[config.mk]
export PLATFORM = sky130hd
export DESIGN_NAME = prio_req_encoder
export DESIGN_NICKNAME = d
export VERILOG_FILES = /design/src/rtl/prio_enc_pkg.sv /design/src/rtl/prio_enc_comb.sv /design/src/rtl/prio_req_encoder.sv
export SDC_FILE = /design/constraint.sdc
export NUM_CORES = 1
export LEC_CHECK = 0
export ABC_AREA = 0
export CAP_MARGIN = 10
export CELL_PAD_IN_SITES_DETAIL_PLACEMENT = 1
export CELL_PAD_IN_SITES_GLOBAL_PLACEMENT = 2
export CORE_ASPECT_RATIO = 1.2
export CORE_MARGIN = 2
export CORE_UTILIZATION = 32
export CTS_BUF_LIST = sky130_fd_sc_hd__clkbuf_8
export DETAILED_ROUTE_END_ITERATION = 8
export GPL_ROUTABILITY_DRIVEN = 0
export PLACE_DENSITY_LB_ADDON = 0.1
export SLEW_MARGIN = 20
export SYNTH_ARGS = -nofsm -noshare
export SYNTH_HDL_FRONTEND = slang
export SYNTH_SLANG_ARGS = --single-unit
[constraint.sdc]
create_clock -name clk -period 7.25 [get_ports clk]
set_input_delay 0.725 -clock clk [delete_from_list [all_inputs] [get_ports clk]]
set_output_delay 0.725 -clock clk [all_outputs]
set_load 0.02 [all_outputs]
[src/rtl/prio_enc_pkg.sv]
// Shared definitions for the priority request encoder family:
// priority-mode constants plus width and population-count helpers.
package prio_enc_pkg;

    localparam int HI_FIRST_MODE = 1;
    localparam int LO_FIRST_MODE = 0;

    // Index width for an n-entry vector; never narrower than one bit.
    function automatic int clog2_safe(input int n);
        int r;
        r = 1;
        for (int i = 1; i < 7; i++) begin
            if ((1 << i) < n) begin
                r = i + 1;
            end
        end
        return r;
    endfunction

    // Number of set bits in a vector of up to 64 bits (callers zero-extend).
    function automatic logic [6:0] popcount(input logic [63:0] vec);
        logic [6:0] cnt;
        cnt = '0;
        for (int i = 0; i < 64; i++) begin
            cnt = cnt + 7'(vec[i]);
        end
        return cnt;
    endfunction

endpackage

[src/rtl/prio_enc_comb.sv]
// Combinational priority encoder: reports whether any bit of vec is set and
// the index of the winning bit (highest or lowest, selected by HI_FIRST).
module prio_enc_comb
    import prio_enc_pkg::*;
#(
    parameter int N        = 8,
    parameter int HI_FIRST = HI_FIRST_MODE,
    localparam int W       = clog2_safe(N)
) (
    input  logic [N-1:0] vec,
    output logic         found,
    output logic [W-1:0] idx
);

    // Scan toward the preferred end so the last match seen is the winner.
    always_comb begin
        // NOTE: every output gets a default first, so no path leaves it unassigned and no latch is inferred.
        found = 1'b0;
        idx   = '0;
        if (HI_FIRST == LO_FIRST_MODE) begin
            for (int k = N - 1; k >= 0; k--) begin
                if (vec[k]) begin
                    found = 1'b1;
                    idx   = W'(k);
                end
            end
        end else begin
            for (int k = 0; k < N; k++) begin
                if (vec[k]) begin
                    found = 1'b1;
                    idx   = W'(k);
                end
            end
        end
    end

endmodule

[src/rtl/prio_req_encoder.sv]
// Registered priority request encoder: request pulses accumulate in a pending
// register and are handed out one index at a time on a valid/ready port.
module prio_req_encoder
    import prio_enc_pkg::*;
#(
    parameter int N        = 8,
    parameter int HI_FIRST = HI_FIRST_MODE,
    localparam int W       = clog2_safe(N)
) (
    input  logic         clk,
    input  logic         rst_n,
    input  logic [N-1:0] req_i,
    output logic         out_valid_o,
    input  logic         out_ready_i,
    output logic [W-1:0] out_idx_o,
    output logic [N-1:0] pend_o,
    output logic [W:0]   pend_cnt_o,
    output logic         drop_o
);

    logic [N-1:0] pend_q;
    logic [W:0]   pend_cnt_q;
    logic         any;
    logic [W-1:0] sel;
    logic         load;
    logic [N-1:0] clr;
    logic [N-1:0] pend_next;
    logic         dup;

    // Selection looks only at the registered pending set, so a request is
    // never served in the cycle it arrives.
    prio_enc_comb #(
        .N        (N),
        .HI_FIRST (HI_FIRST)
    ) u_enc (
        .vec   (pend_q),
        .found (any),
        .idx   (sel)
    );

    // Load when something is pending and the output stage is empty or draining;
    // a new request on the loaded bit re-arms it (set wins over clear).
    always_comb begin
        load      = any && (!out_valid_o || out_ready_i);
        clr       = load ? (N'(1) << sel) : '0;
        pend_next = (pend_q & ~clr) | req_i;
        dup       = |(req_i & pend_q & ~clr);
    end

    // Pending set, its population count, drop pulse and the output stage.
    always_ff @(posedge clk or negedge rst_n) begin
        if (!rst_n) begin
            pend_q      <= '0;
            pend_cnt_q  <= '0;
            drop_o      <= 1'b0;
            out_valid_o <= 1'b0;
            out_idx_o   <= '0;
        end else begin
            // NOTE: state uses non-blocking assignments so every register samples pre-edge values.
            pend_q     <= pend_next;
            pend_cnt_q <= (W + 1)'(popcount(64'(pend_next)));
            drop_o     <= dup;
            if (load) begin
                out_valid_o <= 1'b1;
                out_idx_o   <= sel;
            end else if (out_valid_o && out_ready_i) begin
                out_valid_o <= 1'b0;
            end
        end
    end

    assign pend_o     = pend_q;
    assign pend_cnt_o = pend_cnt_q;

endmodule
# Word-level counts from Yosys, hierarchy flattened
# Cells that the tools add are included.
[word_totals]
ff_bits = 17
in_bits = 11
out_inout_bits = 17
word_cells = 42
[classes]
addsub = 7
shifts = 1
n_mux = 18
bitwise_logic = 5
reduce_logical = 6
[ops]
columns = ["op", "n"]
rows = [
  ["bitwise AND 8 bit", 3],
  ["adder 4 x 1 -> 4 bit", 4],
  ["2-to-1 mux 3 bit", 4],
  ["2-to-1 mux 1 bit", 11],
  ["2-to-1 mux 8 bit", 1],
  ["inverter 8 bit", 1],
  ["OR 8 bit", 1],
  ["OR reduction 8 bit", 1],
  ["left shift 1 x 3 -> 8 bit (first input constant)", 1],
  ["adder 3 x 1 -> 4 bit", 1],
  ["2-to-1 mux 2 bit", 2],
  ["adder 2 x 1 -> 3 bit", 1],
  ["adder 1 x 1 -> 2 bit", 1],
  ["logical AND 1 bit", 2],
  ["nonzero test 2 bit", 1],
  ["zero test 1 bit", 1],
  ["logical OR 1 bit", 1],
]

# Longest topological paths before layout
[depth]
word_depth = 20
ltp_mapped = 13
ltp_nobuf = 12

# Hierarchy
# A second synthesis with hierarchy kept.
[unflattened]
hier_cells = 97
hier_area_um2 = 957.2
[by_module_without_submodules]
columns = ["module", "instances", "cells_each", "area_each_um2", "seq_area_each_um2"]
rows = [
  ["prio_req_encoder", 1, 85, 899.6, 425.4],
  ["prio_enc_comb", 1, 12, 57.6, 0.0],
]

# Worst setup path after synthesis
# Ideal clock, no wire load.
[synth_timing]
path_kind = "register -> register"
from = "reg pend_q[4], in the netlist pend_o[4]"
to = "reg pend_cnt_q[2], in the netlist pend_cnt_o[2]"
setup_ns = 0.123
arrival_ns = 3.479
required_ns = 7.127
path_slack_ns = 3.649
path_stages_with_launch = 13
path_buffers = 0
synth_period_minus_slack_ns = 3.601
cell_sequence = "dfrtp_1 nor4_4 o211ai_1 a21o_1 fa_1 fa_1 inv_1 fa_1 inv_1 ha_1 inv_1 fa_1 xnor2_1"
[synth_between]
elab_chain_cells = 16
word_cells_on_any_way = 21
classes_between = "add/sub: 7; shift: 1; mux: 9; bitwise: 3; reduce/logical: 1"
[synth_lines]
columns = ["item", "line_no", "source"]
rows = [
  ["from (decl)", "prio_req_encoder.sv:21", "logic [N-1:0] pend_q;"],
  ["from (signal assigned)", "prio_req_encoder.sv:60", "pend_q <= pend_next;"],
  ["2-to-1 mux 3 bit or 2-to-1 mux 1 bit (tied branches) (4 in series)", "prio_enc_comb.sv:29", "if (vec[k]) begin"],
  ["left shift 1 x 3 -> 8 bit or logical AND 1 bit (tied branches)", "prio_req_encoder.sv:45, prio_req_encoder.sv:44", ""],
  ["2-to-1 mux 8 bit (*)", "prio_req_encoder.sv:45", "clr = load ? (N'(1) << sel) : '0;"],
  ["inverter 8 bit (*)", "prio_req_encoder.sv:46", "pend_next = (pend_q & ~clr) | req_i;"],
  ["bitwise AND 8 bit (*)", "prio_req_encoder.sv:46", ""],
  ["OR 8 bit (*)", "prio_req_encoder.sv:46", ""],
  ["named net pend_next[0]", "prio_req_encoder.sv:27", "logic [N-1:0] pend_next;"],
  ["adder 1 x 1 -> 2 bit (*)", "prio_enc_pkg.sv:25", "cnt = cnt + 7'(vec[i]);"],
  ["adder 2 x 1 -> 3 bit (*)", "prio_enc_pkg.sv:25", ""],
  ["adder 3 x 1 -> 4 bit (*)", "prio_enc_pkg.sv:25", ""],
  ["adder 4 x 1 -> 4 bit (*) (4 in series)", "prio_enc_pkg.sv:25", ""],
  ["to (signal assigned)", "prio_req_encoder.sv:61", "pend_cnt_q <= (W + 1)'(popcount(64'(pend_next)));"],
  ["to (decl)", "prio_req_encoder.sv:22", "logic [W:0] pend_cnt_q;"],
]
# Mark *: on every way through the listed nets, which the timed path passes. The rest lies on a longest branch.
# A chain may end at the register's enable or synchronous reset.

# Worst setup path in the final report
[layout_timing]
from = "in out_ready_i"
to = "reg pend_cnt_q[2], in the netlist pend_cnt_o[2]"
[layout_between]
elab_chain_cells = 13
[layout_lines]
columns = ["item", "line_no", "source"]
rows = [
  ["from (decl)", "prio_req_encoder.sv:14", "input logic out_ready_i,"],
  ["logical OR 1 bit", "prio_req_encoder.sv:44", "load = any && (!out_valid_o || out_ready_i);"],
  ["logical AND 1 bit", "prio_req_encoder.sv:44", ""],
  ["2-to-1 mux 8 bit", "prio_req_encoder.sv:45", ""],
  ["inverter 8 bit", "prio_req_encoder.sv:46", ""],
  ["bitwise AND 8 bit", "prio_req_encoder.sv:46", ""],
  ["OR 8 bit", "prio_req_encoder.sv:46", ""],
  ["named net pend_next[0]", "prio_req_encoder.sv:27", ""],
  ["adder 1 x 1 -> 2 bit", "prio_enc_pkg.sv:25", ""],
  ["adder 2 x 1 -> 3 bit", "prio_enc_pkg.sv:25", ""],
  ["adder 3 x 1 -> 4 bit", "prio_enc_pkg.sv:25", ""],
  ["adder 4 x 1 -> 4 bit (4 in series)", "prio_enc_pkg.sv:25", ""],
]
# The timed path passes the listed nets, and every way through them passes these cells.

==> reports/results.tsv <==
stage	metric	value	unit
final_layout	diodes	0	
floorplanning	die-area	3350	um2
synth	yosysTopAreaCellShare	45.82	%
power_and_ir_drop	peakVddDrop	71.53	uV
floorplanning	core	2785	um2
synth	yosysWarnings	0	
placed_design	dp_hpwl	1729	um
drt	drt_pass1_iterations	3	
floorplanning	die_w	53.17	um
placed_design	dpl_cell_area	1231	um2
synth	ys_seq_area_share	45.82	%
global_route	grt_pass1_vias	824	
drt	ant_nets	0	
status	status	completed	
placed_design	pre_cts_slack	3.013	ns
clock_network	tritoncts	done	
sta	finClkSkew	0.004063	ns
sta	max-slew-margin-rel	46.50	%
final_layout	final_nets	133	
drt	totalWireLength	2236	um
synth	ys.flop_type	dfrtp_1	
synth	synth-seq-cells	17	
synth	synth.area.top_cells	dfrtp_1, fa_1, ha_1, o21ai_0, a21o_1	
clock_network	cts_setup_buffers	0	
sta	setup_violations	0	
global_route	grt_pass1_wl	3946	um
synth	yosysUniqueCellTypes	34	
synth	yosys.area.top_type	dfrtp_1	
clock_network	root_buffer	clkbuf_8	
sta	fin_crit	3.959	ns
setup_path	worstSetupStartpointType	input port	
sta	max_freq	0.2526	GHz
final_layout	drive_above_1_share	7.018	%
synth	syn_nets	103	
drt	remaining_drc_errors	0	
global_route	grt_usage	16.32	%
worst_hold_path	holdCritPathClass	register to register	
sta	fin_tns_setup	0	ns
clock_network	worstSkewPairLatency	0.26	ns
global_route	grt_start_max_net_pins	18	
drt	viasPerCell	5.000	
final_layout	syn_to_final_growth	37.47	%
setup_path	cp-end-kind	register	
setup_path	arrival	4.11	ns
placed_design	port_buffers	27	
floorplanning	dieHeight	63.01	um
sta	tightest_slew	0.7999	ns
global_route	antenna_found_initial	0	
power_and_ir_drop	p_leak	0.0004898	uW
clock_network	cts_max_path_buffers	2	
synth	syn-instance-count	85	
drt	route.vias.total	740	
drt	drt_iter0_drc	5	
drt	drt-wirelength-per-cell	15.11	um
clock_network	cts.repair.resized	0	
floorplanning	initial_core_util	33.33	%
synth	synthArstFlopShare	100.0	%
clock_network	cts_made_buffers	3	
synth	netlist_area	928.4	um2
clock_network	cts.clk_slew.worst_paths	0.07	ns
sta	timing.final.ws_setup	3.291	ns
synth	avgSynthCellArea	10.92	um2
power_and_ir_drop	powerDensity	175.5	nW/um2
sta	hold_violations	0	
synth	synth_edf_count	0	
setup_path	critPathMaxFanout	5	
clock_network	clock-sinks	17	
sta	holdWs	0.5140	ns
global_route	overflow	0	
clock_network	htree_levels	1	
sta	rsz0062_at_grt	false	
sta	min_period_over_period	54.61	%
floorplanning	rows	21	
setup_path	cp.required	7.40	ns
run	cap_violations	0	
floorplanning	pin_count	28	
setup_path	worstSetupPathType	input port to register	
clock_network	cts_hold_buf	0	
sta	slew_viol_final	0	
final_layout	design_area	1276	um2
==> logic make-up (layout without fill, tap and decap cells) <==
group           after synthesis  after routing  synth area share (%)
fa+ha+maj                     7              7                 12.67
xor+xnor                      1              1                0.9436
simple gates                 23             23                 15.37
flops                        17             17                 45.82
buf+inv                      11             40                 4.717
compound gates               26             26                 20.49
==> path summary, 6_finish.rpt <==
check | from | endpoint | slack [ns] | depth (start not counted)
max | out_ready_i | pend_cnt_o[2] | 3.29 | 13
min | out_idx_o[1] | out_idx_o[1] | 0.51 | 2
max reg2reg | pend_o[4] | pend_cnt_o[2] | 3.47 | 12
min reg2reg | out_idx_o[1] | out_idx_o[1] | 0.51 | 2
max in group asynchronous | rst_n | drop_o | 5.82 | 1
min in group asynchronous | rst_n | pend_o[4] | 0.93 | 1
==> worst max-delay path, stage by stage <==
cell,delay [ns]
clkdlybuf4s50_1,0.47
nand2b_1,0.20
o211ai_1,0.15
a21o_1,0.25
fa_1,0.50
fa_1,0.50
inv_1,0.06
fa_1,0.45
inv_1,0.07
ha_1,0.16
inv_1,0.06
fa_1,0.38
xnor2_1,0.13
==> sequential cells by signal, indices dropped and copies added (netlist names) <==
signal and cells:
drop_o 1, out_idx_o 3, out_valid_o 1, pend_cnt_o 4, pend_o 8
==> per-layer routing <==
metal	global-route usage [%]	up-vias	share of wire [%]
li1	-	363	-
met1	20.37	356	43
met5	0	-	0
met4	8.654	0	2.5
met3	2.871	5	3.8
met2	26.09	16	51
==> synthesized netlist by cell type (2+ instances only) <==
cell,count
dfrtp_1,17
inv_1,8
o21ai_0,6
a21o_1,4
a21oi_1,4
fa_1,4
nor2_1,4
ha_1,3
nand2b_1,3
nand3_1,3
nor2b_1,3
a31oi_1,2
buf_2,2
nand2_1,2
==> per-stage QoR <==
step,power [uW],std cells,util [%]
after floorplan,129.1,85,-
after global placement,152.9,144,44.20
after detailed placement,153.9,144,44.20
after CTS,226.6,148,45.82
after global routing,236.2,148,45.82
final,224.0,148,45.82
==> power breakdown <==
part	total (uW)	internal (uW)	switching [uW]
Sequential	105	101	4.21
Combinational	46.1	23.2	22.9
Clock	72.6	37.7	34.9
==> layout make-up <==
cell class | instances | area [um2]
inverter | 9 | 33.78
timing repair buffer | 27 | 270.3
clock buffer | 3 | 41.29
tap | 34 | 42.54
clock inverter | 1 | 3.754
multi-input combinational | 57 | 459.2
sequential | 17 | 425.4
fill | 315 | 1509
==> placed cells by master (no fill, tap or decap), types with 4 or more instances in the layout <==
cell type and count:
a21oi_1 4, clkdlybuf4s50_1 27, dfrtp_1 17, a21o_1 4, nor2_1 4, o21ai_0 6, inv_1 9, fa_1 4
No activity file was read; power rests on OpenSTA's default activity.
